$ cat src/rtl/fdc_pkg.sv
// +----------------------------------------------------------------------+
// | fdc_pkg                                                              |
// | Shared constants and types for the Z80 <-> WD1793 host bridge.       |
// | Revision: 1.0                                                        |
// +----------------------------------------------------------------------+
`default_nettype none

package fdc_pkg;

  // Bit positions inside the TR-DOS system register (#FF)
  localparam int FF_SEL_LSB = 0;   // two-bit drive select code
  localparam int FF_RST     = 2;   // controller reset, active low
  localparam int FF_HRDY    = 3;   // head-ready
  localparam int FF_SIDE    = 4;   // side select, inverted on the drive cable

  // Controller ports seen on the CPU address low byte
  localparam logic [7:0] PORT_STATUS = 8'h1F;
  localparam logic [7:0] PORT_DATA   = 8'h7F;

  // Unused low bits of the #FF read-back
  localparam logic [5:0] STATUS_PAD = 6'b111111;

  // Controller register index, taken from a[6:5]
  typedef enum logic [1:0] {
    FDC_REG_CMD    = 2'd0,
    FDC_REG_TRACK  = 2'd1,
    FDC_REG_SECTOR = 2'd2,
    FDC_REG_DATA   = 2'd3
  } fdc_reg_e;

endpackage

`default_nettype wire

$ cat src/rtl/fdc_sync_edge.sv
// +----------------------------------------------------------------------+
// | fdc_sync_edge                                                        |
// | Multi-stage synchroniser for an asynchronous flag with registered    |
// | level and rising-edge outputs.                                       |
// | Ports: clk, reset_n (sync, active low), din (async in),              |
// |        level (synchronised level), rise (one-cycle rising edge)      |
// | Revision: 1.0                                                        |
// +----------------------------------------------------------------------+
`default_nettype none

module fdc_sync_edge #(
  parameter int STAGES = 2
) (
  input  logic clk,
  input  logic reset_n,
  input  logic din,
  output logic level,
  output logic rise
);

  logic [STAGES-1:0] chain;

  always_ff @(posedge clk) begin
    if (!reset_n) begin
      chain <= '0;
      rise  <= 1'b0;
    end else begin
      chain <= {chain[STAGES-2:0], din};
      // Asserted on the same edge that the last stage goes high
      rise  <= chain[STAGES-2] & ~chain[STAGES-1];
    end
  end

  assign level = chain[STAGES-1];

endmodule

`default_nettype wire

$ cat src/rtl/fdc_host_bridge.sv
// +----------------------------------------------------------------------+
// | fdc_host_bridge                                                      |
// | Z80-side bridge to a WD1793-compatible core: TR-DOS #FF register,    |
// | edge-detected write strobes, DRQ/INTRQ read-acknowledge flags and an |
// | optional index-counted motor run-on (macro FDC_MOTOR_TIMEOUT_EN).    |
// | Ports: CPU bus (a, d, iorq_n, rd_n, wr_n, cs_n, csff_n, dout, oe_n), |
// |        core side (core_do/drq/intrq/hld, core_wr_*, core_reset_n,    |
// |        core_hrdy, drq_r_dreg, intrq_r_sreg), drive side (fdc_index,  |
// |        fdc_ds, fdc_side1, fdc_motor).                                |
// | Revision: 1.0                                                        |
// +----------------------------------------------------------------------+
`default_nettype none

module fdc_host_bridge
  import fdc_pkg::*;
#(
  parameter int DRIVES      = 4,
  parameter int SYNC_STAGES = 2,
  parameter int MOTOR_IDX   = 15
) (
  input  logic              clk,
  input  logic              reset_n,
  input  logic [7:0]        a,
  input  logic [7:0]        d,
  input  logic              iorq_n,
  input  logic              rd_n,
  input  logic              wr_n,
  input  logic              cs_n,
  input  logic              csff_n,
  output logic [7:0]        dout,
  output logic              oe_n,
  input  logic [7:0]        core_do,
  input  logic              core_drq,
  input  logic              core_intrq,
  input  logic              core_hld,
  output logic              core_wr_stb,
  output logic [1:0]        core_wr_adr,
  output logic [7:0]        core_wr_dat,
  output logic              core_reset_n,
  output logic              core_hrdy,
  output logic              drq_r_dreg,
  output logic              intrq_r_sreg,
  input  logic              fdc_index,
  output logic [DRIVES-1:0] fdc_ds,
  output logic              fdc_side1,
  output logic              fdc_motor
);

  logic [4:0] sysreg;
  logic       ff_wr, ff_wr_q;
  logic       wr, wr_q;
  fdc_reg_e   wr_adr;
  logic       drq_s, intrq_s;
  logic       unused_drq_rise, unused_intrq_rise;
  logic       drq_set, intrq_set;

  assign ff_wr = ~csff_n & ~wr_n & ~iorq_n;
  assign wr    = ~cs_n   & ~wr_n & ~iorq_n;

  // Edge-detect registers reset high so a write already in progress when
  // reset is released is ignored rather than taken as a new bus cycle.
  always_ff @(posedge clk) begin
    if (!reset_n) begin
      sysreg      <= '0;
      ff_wr_q     <= 1'b1;
      wr_q        <= 1'b1;
      core_wr_stb <= 1'b0;
      wr_adr      <= FDC_REG_CMD;
      core_wr_dat <= '0;
    end else begin
      ff_wr_q     <= ff_wr;
      wr_q        <= wr;
      core_wr_stb <= wr & ~wr_q;
      if (ff_wr & ~ff_wr_q) begin
        sysreg <= d[4:0];
      end
      if (wr & ~wr_q) begin
        wr_adr      <= fdc_reg_e'(a[6:5]);
        core_wr_dat <= d;
      end
    end
  end

  assign core_wr_adr  = wr_adr;
  assign core_reset_n = sysreg[FF_RST];
  assign core_hrdy    = sysreg[FF_HRDY];
  assign fdc_side1    = ~sysreg[FF_SIDE];

  // Drive select codes at or above DRIVES leave every select low
  for (genvar i = 0; i < DRIVES; i++) begin : g_ds
    assign fdc_ds[i] = (sysreg[FF_SEL_LSB +: 2] == 2'(i));
  end

  fdc_sync_edge #(.STAGES(SYNC_STAGES)) u_drq_sync (
    .clk     (clk),
    .reset_n (reset_n),
    .din     (core_drq),
    .level   (drq_s),
    .rise    (unused_drq_rise)
  );

  fdc_sync_edge #(.STAGES(SYNC_STAGES)) u_intrq_sync (
    .clk     (clk),
    .reset_n (reset_n),
    .din     (core_intrq),
    .level   (intrq_s),
    .rise    (unused_intrq_rise)
  );

  assign drq_set   = ~cs_n & (~rd_n | ~wr_n) & (a == PORT_DATA);
  assign intrq_set = ~cs_n & ~rd_n & (a == PORT_STATUS);

  // Clear wins over set; the flags are meaningless while the core is held in reset
  always_ff @(posedge clk) begin
    if (!reset_n || !sysreg[FF_RST]) begin
      drq_r_dreg   <= 1'b0;
      intrq_r_sreg <= 1'b0;
    end else begin
      if (drq_r_dreg & ~drq_s)      drq_r_dreg <= 1'b0;
      else if (drq_set)             drq_r_dreg <= 1'b1;
      if (intrq_r_sreg & ~intrq_s)  intrq_r_sreg <= 1'b0;
      else if (intrq_set)           intrq_r_sreg <= 1'b1;
    end
  end

  always_comb begin
    dout = 8'hFF;
    if (~cs_n & ~rd_n)        dout = core_do;
    else if (~csff_n & ~rd_n) dout = {intrq_s, drq_s, STATUS_PAD};
  end

  assign oe_n = ~(~rd_n & (~cs_n | ~csff_n));

`ifdef FDC_MOTOR_TIMEOUT_EN
  localparam int CNT_W = (MOTOR_IDX > 0) ? $clog2(MOTOR_IDX + 1) : 1;
  localparam logic [CNT_W-1:0] CNT_LIM = CNT_W'(MOTOR_IDX);

  logic             unused_index_level;
  logic             index_rise;
  logic             hld_q;
  logic             hold;
  logic [CNT_W-1:0] idx_cnt;

  fdc_sync_edge #(.STAGES(SYNC_STAGES)) u_index_sync (
    .clk     (clk),
    .reset_n (reset_n),
    .din     (fdc_index),
    .level   (unused_index_level),
    .rise    (index_rise)
  );

  // hold stops at MOTOR_IDX, so the counter can never wrap
  always_ff @(posedge clk) begin
    if (!reset_n) begin
      hld_q   <= 1'b0;
      hold    <= 1'b0;
      idx_cnt <= '0;
    end else begin
      hld_q <= core_hld;
      if (core_hld & ~hld_q) begin
        hold    <= 1'b0;
        idx_cnt <= '0;
      end else if (~core_hld & hld_q) begin
        hold    <= (MOTOR_IDX != 0);
        idx_cnt <= '0;
      end else if (hold & index_rise) begin
        idx_cnt <= idx_cnt + 1'b1;
        if (idx_cnt + 1'b1 == CNT_LIM) hold <= 1'b0;
      end
    end
  end

  assign fdc_motor = core_hld | hold;
`else
  logic unused_cfg;
  assign unused_cfg = fdc_index ^ (MOTOR_IDX > 255);
  assign fdc_motor  = core_hld;
`endif

endmodule

`default_nettype wire

$ cat config.mk
export PLATFORM = sky130hd
export DESIGN_NAME = fdc_host_bridge
export DESIGN_NICKNAME = d
export VERILOG_FILES = /design/src/rtl/fdc_pkg.sv /design/src/rtl/fdc_sync_edge.sv /design/src/rtl/fdc_host_bridge.sv
export SDC_FILE = /design/constraint.sdc
export NUM_CORES = 1
export LEC_CHECK = 0
export CAP_MARGIN = 15
export CORE_MARGIN = 4
export CORE_UTILIZATION = 35
export DETAILED_ROUTE_END_ITERATION = 8
export GPL_TIMING_DRIVEN = 0
export MAX_ROUTING_LAYER = met4
export PLACE_DENSITY = 0.79
export SLEW_MARGIN = 20
export SYNTH_ARGS = -nofsm -noshare
export SYNTH_HDL_FRONTEND = slang
export SYNTH_SLANG_ARGS = --single-unit
export TNS_END_PERCENT = 50
$ cat constraint.sdc
create_clock -name clk -period 1.9 [get_ports clk]
set_clock_uncertainty 0.2 [all_clocks]
set_input_delay 0.38 -clock clk [delete_from_list [all_inputs] [get_ports clk]]
set_output_delay 0.38 -clock clk [all_outputs]
set_load 0.1 [all_outputs]
==> flow_summary.json, run 1 <==
{
  "grt_setup_unrepaired": "yes",
  "fillers": 175,
  "yosysWarnings": 0,
  "grt_pass1_vias": 1108,
  "num_antenna_cells": 0,
  "dr_total_vias": 1158,
  "die_h_microns": 61.1,
  "drtIter0Drc": 40,
  "clock.fmax_mhz": 510,
  "avgRoutedWirePerCell_microns": 17.1,
  "htree_levels": 1,
  "final_layout_size_suffix_gt1_share_pct": 33.2,
  "cts_root_buf": "clkbuf_4",
  "setup_ws_ns": -0.0612,
  "die_w_microns": 61.1,
  "critPathCaptureType": "register",
  "critPathCapture": "core_wr_adr[0]",
  "setup_viol_count_final": 8,
  "worstSetupPathType": "input pin to register",
  "worstPathArrival_ns": 1.99,
  "rr_worst_depth": 5,
  "critical_path.max_fanout": 10,
  "cts.sinks": 24,
  "finalPower_uw": 1240,
  "syn_avg_cell_area_sq_um": 8.50,
  "min_path_type": "register to register",
  "fin_nets": 220,
  "worstMarginPinSlew_ns": 0.955,
  "failed_checks": "negative setup slack",
  "place_ws_ns": -1.38,
  "hold_buffers": 0,
  "synth.area.top_cells": "dfxtp_1, nand3_1, o21ai_2",
  "synth_cell_types": 24,
  "postSynthCellCount": 116,
  "r2r-start": "wr_q",
  "design.die.area_sq_mm": 0.00373,
  "ant_nets": 0,
  "synthArstFlopShare_pct": 0,
  "power_density_mw_per_mm2": 666,
  "groute.layer.met2.usage_pct": 36.4,
  "worstSetupStartpointType": "input pin",
  "grt_pass1_wl_mm": 5.24,
  "fin_util_pct": 71.7,
  "ys_ff_latch": 24,
  "grt_max_degree": 15,
  "cts.clk_slew.worst_paths_ns": 0.14,
  "max_slew_margin_pct": 36.6,
  "wirelength_mm": 3.65,
  "outcome": "finished with violations",
  "portBuffers": 61,
  "yosys.area.top_type": "dfxtp_1",
  "seqCellArea_sq_um": 482,
  "final_cells": 214,
  "yosysTopAreaCellShare_pct": 48.7,
  "r2r_slack_ns": 0.31,
  "fin_crit_ns": 1.96,
  "post-route-period-util_pct": 103,
  "viasPerCell": 5.41,
  "p_leak_uw": 0.000772,
  "drv_cap": 0,
  "gr-usage-all-layers_pct": 19.9,
  "synth.cell_area_sq_um": 986,
  "crit_start": "wr_n",
  "area_delta_synth_final_pct": 88.3,
  "multi_input_area_sq_um": 498,
  "r2r-end": "core_wr_adr[0]",
  "grtUsageMet1_pct": 21.0,
  "clk_latency_ns": 0.32,
  "synth_edf_count": 0,
  "initial_core_util_pct": 38.1,
  "hold_viol": 0,
  "dr.pass1.iters": 5,
  "numCtsBuffers": 3,
  "design.core.area_sq_mm": 0.00259,
  "antenna_found_initial": 0,
  "cts_tree": "yes",
  "yosysSeqAreaShare_pct": 48.7,
  "ys.flop_type": "dfxtp_1",
  "drv_slew": 0,
  "gp_congestion": 0.771,
  "synth_fp_nets": 151,
  "met3_usage_pct": 5.45,
  "drc": 0,
  "max-vdd-ir-drop_mv": 0.867,
  "top_usage_layer": "met2",
  "clk_path_buf_depth": 2,
  "hpwl_mm": 2.41,
  "io_pins": 65,
  "grt_overflow": 0,
  "rows": 18,
  "cp.required_ns": 1.93,
  "dp.cells": 207
}
==> area by class of cell <==
cell class | instances | share of cell area [%]
buffer | 10 | 3.84
inverter | 1 | 0.202
timing repair buffer | 64 | 38.3
multi-input combinational | 81 | 26.8
clock buffer | 3 | 1.21
clock inverter | 1 | 1.62
sequential | 24 | 25.9
tap | 30 | 2.02
==> sequential cells by signal, summed over array words and instances, names as in the netlist <==
signal              flops
core_wr_dat             8
ff_wr_q                 1
core_wr_stb             1
u_intrq_sync.chain      2
core_wr_adr             2
u_drq_sync.chain        2
intrq_r_sreg            1
drq_r_dreg              1
wr_q                    1
sysreg                  5
==> worst min-delay path by stage <==
stage	startpoint	end	slack, ns	cells past startpoint
6_report	core_wr_dat[5]	core_wr_dat[5]	0.26	2
5_1_grt	u_intrq_sync.chain[0]	u_intrq_sync.chain[1]	0.28	1
4_1_cts	u_drq_sync.chain[0]	u_drq_sync.chain[1]	0.25	1
3_5_place_dp	u_drq_sync.chain[0]	u_drq_sync.chain[1]	0.22	1
3_3_place_gp	u_intrq_sync.chain[0]	u_intrq_sync.chain[1]	0.22	1
2_1_floorplan	u_drq_sync.chain[0]	u_drq_sync.chain[1]	0.21	1
==> cells by family after synthesis <==
logic type             share of synthesized area, %
buffers and inverters                          5.46
AO/OA/AOI/OAI                                  11.3
AND/OR/NAND/NOR                                34.5
flip-flops                                     48.7
==> timing repair <==
| item | CTS | global route |
|---|---|---|
| pin swaps | 6 | 4 |
| setup buffers | 1 | 1 |
| gates cloned | 1 | 0 |
| gates resized for setup | 169 | 18 |
| endpoints found under the setup margin | 30 | 15 |
==> critical path, stage by stage <==
cell	delay [ns]
clkdlybuf4s50_1	0.53
or4_1	0.58
buf_2	0.19
buf_6	0.16
nand3_1	0.09
nand2_1	0.06
==> cell usage after synthesis (2+ instances only) <==
library cell  count
or3_1             6
or2_2             2
clkbuf_1          7
nor2b_1           2
o21ai_0           7
and2_1            6
nand4_1           4
a21oi_1           2
o21ai_2           5
nand3_1          21
nand2_1          11
dfxtp_1          24
or4_1             2
o31ai_1           2
nor2_1            6
==> layout by cell type (no fill, tap or decap), types with 3 or more instances in the layout <==
cell,count
clkbuf_8,3
and2_1,6
clkdlybuf4s50_1,25
nand3_1,21
buf_12,8
or3_4,6
o21ai_2,5
clkdlybuf4s15_2,14
clkbuf_4,6
nand2_1,11
buf_2,5
nor2_1,4
nand4_1,4
buf_4,4
dlymetal6s2s_1,3
clkbuf_1,4
dfxtp_1,23
o21ai_0,7
==> stage by stage <==
step	hold slack [ns]	cell area [sq um]	TNS [ns]
after floorplan	0.212	987	-1.15
after global routing	0.282	1860	-0.488
final	0.257	1860	-0.266
after global placement	0.219	1640	-19.10
after CTS	0.255	1820	-0.0821
after detailed placement	0.223	1640	-19.72
==> metal layers <==
layer	vias up	share of wire (%)
met2	54	55
met3	12	6.9
met4	0	2.0
met5	-	0
met1	551	36
li1	541	-
==> power breakdown <==
part	switching, uW	internal (uW)
combinational	204	131
clock	163	213
sequential	7.77	517
total	375	861
Power figures use the tool's default switching activity.
==> inputs of run 2 (changes only) <==
Settings changed: CELL_PAD_IN_SITES_DETAIL_PLACEMENT set to 1, CELL_PAD_IN_SITES_GLOBAL_PLACEMENT set to 1, CORE_UTILIZATION 35 to 24, PLACE_DENSITY 0.79 to unset, PLACE_DENSITY_LB_ADDON set to 0.1.
Clock period 1.9 ns to 2.2 ns, I/O delays scaled along.
==> flow_summary.json, run 2 (synthesis results as in run 1) <==
{
  "hold_depth": 1,
  "holdPathEnd": "u_intrq_sync.chain[1]",
  "worstPathArrival_ns": 1.51,
  "grt_overflow": 0,
  "hold_start": "u_intrq_sync.chain[0]",
  "hold_buffers": 0,
  "rows": 23,
  "critPathCaptureType": "output pin",
  "r2r-end": "core_wr_dat[5]",
  "viasPerCell": 4.74,
  "area_delta_synth_final_pct": 83.0,
  "design.core.area_sq_mm": 0.00400,
  "max_slew_margin_pct": 35.4,
  "dr_total_vias": 1095,
  "regMostFlops": "core_wr_dat",
  "r2r_slack_ns": 0.66,
  "crit_chain": "clkdlybuf4s15_1",
  "drc": 0,
  "cts_root_buf": "clkbuf_8",
  "clk_path_buf_depth": 2,
  "design.die.area_sq_mm": 0.00520,
  "max-vdd-ir-drop_mv": 0.230,
  "slowest_stage": "clkdlybuf4s15_1",
  "worstMarginPinSlew_ns": 0.972,
  "wirelength_mm": 3.39,
  "critical_path.max_fanout": 3,
  "cts.clk_slew.worst_paths_ns": 0.09,
  "antenna_found_initial": 0,
  "slowest_delay_ns": 0.85,
  "grt_max_degree": 15,
  "clk_latency_ns": 0.27,
  "drv_slew": 0,
  "portBuffers": 61,
  "fin_util_pct": 45.1,
  "numCtsBuffers": 3,
  "rr_worst_depth": 3,
  "cts_setup_buffers": 0,
  "final_layout_size_suffix_gt1_share_pct": 20.4,
  "grt_pass1_vias": 1162,
  "cts_tree": "yes",
  "worst-path-buf-inv": 1,
  "post-route-period-util_pct": 97.6,
  "outcome": "complete, no violations",
  "final_common_cell": "clkdlybuf4s50_1",
  "min_path_type": "register to register",
  "num_antenna_cells": 0,
  "avgRoutedWirePerCell_microns": 14.7,
  "grt_pass1_wl_mm": 5.43,
  "cp_top_family": "buffers and inverters",
  "die_h_microns": 72.1,
  "fin_nets": 217,
  "gr-usage-all-layers_pct": 13.5,
  "cp.required_ns": 1.56,
  "largest_reg_flops": 8,
  "p_leak_uw": 0.000772,
  "ant_nets": 0,
  "cts.sinks": 24,
  "top_regs": "core_wr_dat: 8 flops, sysreg: 5 flops",
  "power_density_mw_per_mm2": 618,
  "gp_congestion": 0.745,
  "final.setup.tns_ns": 0,
  "fillers": 465,
  "clock.fmax_mhz": 466,
  "fin_crit_ns": 2.15,
  "hpwl_mm": 2.68,
  "io_pins": 65,
  "drv_cap": 0,
  "r2r-start": "wr_q",
  "worstSetupStartpointType": "register",
  "setup_viol_count_final": 0,
  "hold_viol": 0,
  "drtIter0Drc": 33,
  "initial_core_util_pct": 24.6,
  "grt_setup_unrepaired": "no",
  "die_w_microns": 72.1,
  "htree_levels": 1,
  "worstSetupPathType": "register to output pin",
  "mostFrequentLayoutCells": "clkdlybuf4s50_1, dfxtp_1, nand3_1",
  "dr.pass1.iters": 4
}
-- run 2: cell count changes in the layout (fill, tap and decap cells not counted), moves of 2 or more --
cell / change
buf_2: -4
dlymetal6s2s_1: -2
dlygate4sd2_1: +13
clkdlybuf4s50_1: +3
buf_6: +2
buf_12: -3
or2_4: -2
nor2_2: -2
or2_2: +2
nor2_1: +2
clkdlybuf4s15_2: -8
clkbuf_4: -5
-- run 2: area by class of cell --
class | instances | area [sq um] | area share (%)
clock inverters | 1 | 30.0 | 1.66
multi-input cells | 81 | 477 | 26.4
clock buffers | 3 | 41.3 | 2.29
inverters | 1 | 3.75 | 0.208
flip-flops and latches | 24 | 480 | 26.6
well taps | 50 | 62.6 | 3.47
plain buffers | 10 | 65.1 | 3.61
repair buffers | 61 | 644 | 35.7
-- run 2: report_power, final --
part,leakage [uW],internal [uW],switching (uW)
Combinational,0.000541,100,170
Clock,0.0000357,243,149
Sequential,0.000195,446,5.50
Total,0.000772,789,325
-- run 2: how the worst max path moves through the flow --
stage                 startpoint              to  cells past startpoint
finish              intrq_r_sreg    intrq_r_sreg                      1
global route              iorq_n  core_wr_dat[5]                      4
CTS                         rd_n         dout[3]                      4
detailed placement          cs_n         dout[7]                      5
global placement            cs_n         dout[7]                      5
floorplan              sysreg[1]       fdc_ds[2]                      1
-- run 2: through the flow --
step | hold slack (ns) | cells | total power, uW | setup WS, ns | cell area (sq um)
after floorplan | 0.212 | 116 | 617 | -0.154 | 986
after global placement | 0.219 | 227 | 716 | -1.20 | 1660
after detailed placement | 0.221 | 227 | 721 | -1.25 | 1660
after CTS | 0.243 | 231 | 1120 | 0.000518 | 1760
after global routing | 0.269 | 231 | 1160 | 0.00698 | 1800
final | 0.239 | 231 | 1110 | 0.0523 | 1800
-- run 2: what timing repair did --
item,CTS,global route
endpoints found under the setup margin,30,6
endpoints found under the hold margin,0,0
resized for setup,106,12
pin swaps,0,0
-- run 2: metal layers --
layer | up-vias | GRT usage [%] | wire (microns)
met1 | 518 | 15.3 | 1360
met3 | 2 | 4.02 | 223
met4 | 0 | 3.34 | 20
li1 | 535 | - | -
met5 | - | - | 0
met2 | 40 | 23.3 | 1790
==> inputs of run 3 (changes only) <==
Settings changed: CTS_CLUSTER_SIZE set to 30.
==> results of run 3 <==
Final layout, timing and power as in run 2 (identical DEF).
